===== src/rtl/seven_seg_scanner.sv =====
// -----------------------------------------------------------------------------
// seven_seg_scanner
//
// Multiplexed seven-segment display driver (Nexys 4 DDR, 8 digits by default).
// The divided clock from the clock divisor arrives on scan_clock and is treated
// purely as data. It is synchronised into In_clok and edge-detected, and the
// display advances one digit per rising edge. Each frame (digit 0 .. digit
// NUM_DIGITS-1) shows a coherent snapshot of value / dp_mask / digit_enable
// that is captured when digit 0 is selected.
//
// Optional build macro: SEVEN_SEG_SCANNER_LEADING_ZERO_BLANK_EN
//   When defined, each snapshot also records the index of the most significant
//   nonzero nibble. Digits above it are blanked, decimal point included. Digit
//   0 is never blanked by this rule.
//
// Ports:
//   In_clok       in   1             system clock (only clock in the block)
//   reset         in   1             asynchronous active-high reset
//   scan_clock    in   1             divided clock, sampled as data
//   value         in   4*NUM_DIGITS  hex value, nibble i -> digit i (0 = right)
//   dp_mask       in   NUM_DIGITS    1 lights decimal point of digit i
//   digit_enable  in   NUM_DIGITS    0 blanks digit i
//   anodes        out  NUM_DIGITS    active-low digit select, one-hot-low
//   segments      out  7             active-low {g,f,e,d,c,b,a}
//   dp            out  1             active-low decimal point
//   scan_tick     out  1             one-cycle pulse per digit advance
// -----------------------------------------------------------------------------
module seven_seg_scanner #(
    parameter int NUM_DIGITS  = 8,
    parameter int SYNC_STAGES = 2
) (
    input  logic                    In_clok,
    input  logic                    reset,
    input  logic                    scan_clock,
    input  logic [4*NUM_DIGITS-1:0] value,
    input  logic [NUM_DIGITS-1:0]   dp_mask,
    input  logic [NUM_DIGITS-1:0]   digit_enable,
    output logic [NUM_DIGITS-1:0]   anodes,
    output logic [6:0]              segments,
    output logic                    dp,
    output logic                    scan_tick
);

    localparam int IDX_W = (NUM_DIGITS > 1) ? $clog2(NUM_DIGITS) : 1;
    localparam logic [IDX_W-1:0] IDX_ZERO = IDX_W'(0);
    localparam logic [IDX_W-1:0] IDX_ONE  = IDX_W'(1);
    localparam logic [IDX_W-1:0] LAST_IDX = IDX_W'(NUM_DIGITS - 1);

    // Hex nibble to active-low {g..a} glyph.
    function automatic logic [6:0] hex_glyph(input logic [3:0] nib);
        logic [6:0] g;
        case (nib)
            4'h0:    g = 7'b1000000;
            4'h1:    g = 7'b1111001;
            4'h2:    g = 7'b0100100;
            4'h3:    g = 7'b0110000;
            4'h4:    g = 7'b0011001;
            4'h5:    g = 7'b0010010;
            4'h6:    g = 7'b0000010;
            4'h7:    g = 7'b1111000;
            4'h8:    g = 7'b0000000;
            4'h9:    g = 7'b0010000;
            4'hA:    g = 7'b0001000;
            4'hB:    g = 7'b0000011;
            4'hC:    g = 7'b1000110;
            4'hD:    g = 7'b0100001;
            4'hE:    g = 7'b0000110;
            4'hF:    g = 7'b0001110;
            default: g = 7'b1111111;
        endcase
        return g;
    endfunction

`ifdef SEVEN_SEG_SCANNER_LEADING_ZERO_BLANK_EN
    // Index of the highest nonzero nibble; 0 when the whole value is zero.
    function automatic logic [IDX_W-1:0] msd_of(input logic [4*NUM_DIGITS-1:0] v);
        logic [IDX_W-1:0] m;
        m = IDX_ZERO;
        for (int i = 0; i < NUM_DIGITS; i++) begin
            m = (v[i*4 +: 4] != 4'h0) ? IDX_W'(i) : m;
        end
        return m;
    endfunction

    logic [IDX_W-1:0] msd_r;
`endif

    logic [SYNC_STAGES-1:0]  sync_r;
    logic                    edge_r;
    logic                    tick_r;
    logic [IDX_W-1:0]        index_r;
    logic [4*NUM_DIGITS-1:0] val_snap_r;
    logic [NUM_DIGITS-1:0]   dp_snap_r;
    logic [NUM_DIGITS-1:0]   en_snap_r;
    logic [NUM_DIGITS-1:0]   anodes_r;
    logic [6:0]              segments_r;
    logic                    dp_r;

    logic [IDX_W-1:0]        next_idx_s;
    logic                    frame_start_s;
    logic [4*NUM_DIGITS-1:0] cur_val_s;
    logic [NUM_DIGITS-1:0]   cur_dp_s;
    logic [NUM_DIGITS-1:0]   cur_en_s;
    logic [NUM_DIGITS-1:0]   onehot_s;
    logic [3:0]              nib_s;
    logic                    dp_bit_s;
    logic                    en_bit_s;
    logic                    lit_s;
    logic [NUM_DIGITS-1:0]   anodes_nx_s;
    logic [6:0]              segments_nx_s;
    logic                    dp_nx_s;

    // Synchronise scan_clock, remember the previous synced level, register the rising edge.
    always_ff @(posedge In_clok or posedge reset) begin
        if (reset) begin
            sync_r <= {SYNC_STAGES{1'b0}};
            edge_r <= 1'b0;
            tick_r <= 1'b0;
        end else begin
            sync_r <= {sync_r[SYNC_STAGES-2:0], scan_clock};
            edge_r <= sync_r[SYNC_STAGES-1];
            tick_r <= sync_r[SYNC_STAGES-1] & ~edge_r;
        end
    end

    // Select the next digit and its data; digit 0 reads the live inputs so the
    // frame's first digit agrees with the snapshot taken on the same edge.
    always_comb begin
        next_idx_s    = (index_r == LAST_IDX) ? IDX_ZERO : (index_r + IDX_ONE);
        frame_start_s = (next_idx_s == IDX_ZERO);
        cur_val_s     = frame_start_s ? value        : val_snap_r;
        cur_dp_s      = frame_start_s ? dp_mask      : dp_snap_r;
        cur_en_s      = frame_start_s ? digit_enable : en_snap_r;
        onehot_s      = {NUM_DIGITS{1'b0}};
        nib_s         = 4'h0;
        dp_bit_s      = 1'b0;
        en_bit_s      = 1'b0;
        for (int i = 0; i < NUM_DIGITS; i++) begin
            onehot_s[i] = (next_idx_s == IDX_W'(i));
            nib_s       = nib_s | (onehot_s[i] ? cur_val_s[i*4 +: 4] : 4'h0);
            dp_bit_s    = dp_bit_s | (onehot_s[i] & cur_dp_s[i]);
            en_bit_s    = en_bit_s | (onehot_s[i] & cur_en_s[i]);
        end
`ifdef SEVEN_SEG_SCANNER_LEADING_ZERO_BLANK_EN
        // At a frame start next_idx_s is 0, so the stale msd_r can never blank it.
        lit_s = en_bit_s & ~(next_idx_s > msd_r);
`else
        lit_s = en_bit_s;
`endif
        anodes_nx_s   = lit_s ? ~onehot_s          : {NUM_DIGITS{1'b1}};
        segments_nx_s = lit_s ? hex_glyph(nib_s)   : 7'b1111111;
        dp_nx_s       = lit_s ? ~dp_bit_s          : 1'b1;
    end

    // Digit index and frame snapshot, advanced on each scan tick.
    always_ff @(posedge In_clok or posedge reset) begin
        if (reset) begin
            index_r    <= LAST_IDX;
            val_snap_r <= {(4*NUM_DIGITS){1'b0}};
            dp_snap_r  <= {NUM_DIGITS{1'b0}};
            en_snap_r  <= {NUM_DIGITS{1'b0}};
`ifdef SEVEN_SEG_SCANNER_LEADING_ZERO_BLANK_EN
            msd_r      <= IDX_ZERO;
`endif
        end else if (tick_r) begin
            index_r <= next_idx_s;
            if (frame_start_s) begin
                val_snap_r <= value;
                dp_snap_r  <= dp_mask;
                en_snap_r  <= digit_enable;
`ifdef SEVEN_SEG_SCANNER_LEADING_ZERO_BLANK_EN
                msd_r      <= msd_of(value);
`endif
            end
        end
    end

    // Registered display outputs; dark during and right after reset.
    always_ff @(posedge In_clok or posedge reset) begin
        if (reset) begin
            anodes_r   <= {NUM_DIGITS{1'b1}};
            segments_r <= 7'b1111111;
            dp_r       <= 1'b1;
        end else if (tick_r) begin
            anodes_r   <= anodes_nx_s;
            segments_r <= segments_nx_s;
            dp_r       <= dp_nx_s;
        end
    end

    assign anodes    = anodes_r;
    assign segments  = segments_r;
    assign dp        = dp_r;
    assign scan_tick = tick_r;

endmodule


===== config.mk =====
export PLATFORM = sky130hd
export DESIGN_NAME = seven_seg_scanner
export DESIGN_NICKNAME = d
export VERILOG_FILES = /design/src/rtl/seven_seg_scanner.sv
export SDC_FILE = /design/constraint.sdc
export NUM_CORES = 1
export LEC_CHECK = 0
export BUFFER_PORTS_ARGS = -buffer_cell sky130_fd_sc_hd__clkbuf_2
export CORE_MARGIN = 2
export CORE_UTILIZATION = 45
export CTS_BUF_LIST = sky130_fd_sc_hd__clkbuf_4
export DETAILED_ROUTE_END_ITERATION = 16
export MAX_ROUTING_LAYER = met4
export PLACE_DENSITY = 0.67
export SLEW_MARGIN = 10
export SYNTH_ARGS = -nofsm -noshare
export SYNTH_HDL_FRONTEND = slang
export SYNTH_SLANG_ARGS = --single-unit

===== constraint.sdc =====
create_clock -name In_clok -period 4.2 [get_ports In_clok]
set_input_delay 0.42 -clock In_clok [delete_from_list [all_inputs] [get_ports In_clok]]
set_output_delay 0.42 -clock In_clok [all_outputs]
set_load 0.01 [all_outputs]

==> flow_summary.json <==
{
  "fin_crit_ns": 3.48,
  "hold_ws_ns": 0.0896,
  "synth_xor_area_share_pct": 0,
  "rsz0062_at_grt": "false",
  "synth_area_leaders": "dfrtp_1 33%, mux2_2 17%, dfstp_2 14%",
  "die-area_um2": 8530,
  "timing.rr.end": "segments[2]$_DFFE_PP1P_",
  "cp_slowest_cell": "dfstp_2",
  "antenna_left": 0,
  "maxCapViolations": 0,
  "max_stage_delay_ns": 0.57,
  "antenna_found_initial": 0,
  "insertedDiodeCount": 0,
  "syn2layout_area_growth_pct": 15.8,
  "fmax_ghz": 0.287,
  "drt-met1-wl_um": 3730,
  "synth_nets": 360,
  "multiInputGateArea_um2": 1740,
  "vias_per_cell": 5.49,
  "seq_area_um2": 1650,
  "reg2reg_slack_ns": 0.72,
  "root_buffer": "clkbuf_4",
  "cp-startpoint": "index_r[0]$_DFFE_PP1P_",
  "path_class": "reg -> reg",
  "grt_pass1_vias": 2673,
  "yosysWarnings": 0,
  "drv_slew": 0,
  "routedWlPerCell_um": 16.7,
  "cp.required_ns": 4.53,
  "synth_fa_ha_area_share_pct": 4.63,
  "grt_max_degree": 39,
  "cpLargestDelayFamily": "simple AND/OR/NAND/NOR gates",
  "path_buf_inv": 2,
  "fillCellCount": 694,
  "synth-seq-cells": 65,
  "syn-instance-count": 296,
  "fin_crit_sh_pct": 82.9,
  "track_usage_pct": 20.0,
  "drive_gt1_share_pct": 47.4,
  "cts_resized": 0,
  "synth_area_per_cell_um2": 11.9,
  "finalSetupViolCount": 0,
  "hold_buffers": 0,
  "ctsHtreeMaxLevel": 3,
  "wirelength_um": 7790,
  "total_power_uw": 3220,
  "path_clk_slew_ns": 0.11,
  "arrival_ns": 3.81,
  "maxSlewHeadroom_pct": 56.6,
  "synth_compound_area_share_pct": 13.1,
  "crit_fanout": 32,
  "drc": 0,
  "post_cts_buffers": 0,
  "std_cell_rows": 32,
  "clock_sinks": 65,
  "place.gp.congestion": 0.884,
  "wl_met3_um": 298,
  "synthArstFlopShare_pct": 100,
  "dr.pass1.iters": 4,
  "synth-seq-area-share_pct": 47.0,
  "path_cells": "ha_1, ha_1, buf_4, mux2_2, a211oi_1, and3_1, inv_1, ha_1, or3_1, a31oi_1",
  "synth_edf_count": 0,
  "leakage_uw": 0.00179,
  "maxUsedRoutingLayer": "met4",
  "yosys.area_share.simple_pct": 8.09,
  "ys_types": 50,
  "die_w_um": 92.3,
  "drtIter0Drc": 122,
  "clock_path_buffers": 2,
  "yosysTopAreaCellShare_pct": 32.8,
  "io_buffers": 67,
  "grt_pass1_wl_um": 12900,
  "vias": 2566,
  "muxShareOfSynthArea_pct": 23.7,
  "p_per_area_nw_per_um2": 791,
  "clock_latency_ns": 0.40,
  "initial_core_util_pct": 45.9,
  "synth_ff_type": "dfrtp_1",
  "hold_class": "in -> async",
  "vdd_ir_drop_max_v": 0.000320,
  "skew_ns": 0.0119,
  "worstSetupStartpointType": "flop",
  "core_um2": 7650,
  "synth_top_family_by_area": "multiplexers",
  "grt.overflow.total": 0,
  "worst_slew_pin_slew_ns": 0.650,
  "cp-end-kind": "flop",
  "r2r_cells": 10,
  "timing.final.hold_violations": 0,
  "status": "finished, final reports clean",
  "yosysTopAreaCell": "dfrtp_1",
  "fin_tns_setup_ns": 0,
  "ioPinCount": 68,
  "dpl.hpwl_um": 5620,
  "timing.rr.start": "index_r[0]$_DFFE_PP1P_",
  "netlist_area_um2": 3510,
  "wl_met2_um": 3660,
  "nNetsFinal": 424,
  "cts_made_buffers": 9,
  "die_h_um": 92.3,
  "cts_tree": "yes",
  "cp_common_cell": "ha_1"
}
## state kept, by name, summed over array words and instances, names as in the netlist, 2 cells and up
signal	flops
val_snap_r	28
en_snap_r	7
sync_r	2
index_r	3
dp_snap_r	7
anodes	8
segments	7
## how the worst max path moves through the flow
stage	cells after the start	end
5_1_grt	10	segments[2]$_DFFE_PP1P_
3_3_place_gp	10	segments[2]$_DFFE_PP1P_
4_1_cts	10	segments[2]$_DFFE_PP1P_
3_5_place_dp	10	segments[2]$_DFFE_PP1P_
2_1_floorplan	11	segments[2]$_DFFE_PP1P_
6_report	10	segments[2]$_DFFE_PP1P_
## per-layer routing
metal  vias to the layer above  global-route usage [%]
met5                         -                       -
met4                         0                    8.71
met3                         6                    3.01
met2                        57                    30.7
met1                      1272                    26.6
li1                       1231                       -
## synthesized netlist by cell type (6+ instances only)
cell type / instances
mux2_2: 53
dfrtp_1: 46
nor2_1: 20
dfstp_2: 19
a21oi_1: 13
ha_1: 13
clkbuf_1: 12
nand2_1: 12
mux2i_1: 10
a31oi_1: 9
inv_1: 8
a221oi_1: 6
buf_2: 6
mux4_2: 6
## layout make-up
type,instances,area share [%]
timing repair buffer,74,9.54
clock buffer,10,1.85
sequential,65,40.6
tap,102,3.14
clock inverter,6,1.45
multi-input combinational,202,42.7
inverter,8,0.738
## metrics by stage
step | util [%] | setup slack (ns) | cells | cell area [um^2]
2_1_floorplan | - | 0.982 | 296 | 3510
3_5_place_dp | 51.4 | 0.745 | 451 | 3930
5_1_grt | 53.2 | 0.503 | 467 | 4070
4_1_cts | 53.2 | 0.707 | 467 | 4070
6_report | 53.2 | 0.718 | 467 | 4070
3_3_place_gp | 51.4 | 0.909 | 451 | 3930
## cells by family after synthesis
| kind of cell | Yosys count |
|---|---|
| AOI/OAI and AO/OA | 64 |
| adders and majority gates | 13 |
| and+or+nand+nor | 56 |
| buffers and inverters | 29 |
| DFF | 65 |
| muxes | 69 |
## cells in the final DEF (no fill, tap or decap), types with 6 or more instances in the layout
master and count:
ha_1 13, mux2i_1 10, mux4_2 6, mux2_2 53
a21oi_1 13, clkbuf_2 67, inv_1 7, dfstp_2 19
a221oi_1 6, buf_4 7, nor2_1 20, dfrtp_1 46
clkbuf_4 10, a31oi_1 9, nand2_1 12
## power by group
part	switching (uW)	internal (uW)	leakage (uW)
combinational	896	815	0.000979
clock	231	184	0.0000698
sequential	137	952	0.000737
Power figures use the tool's default switching activity.
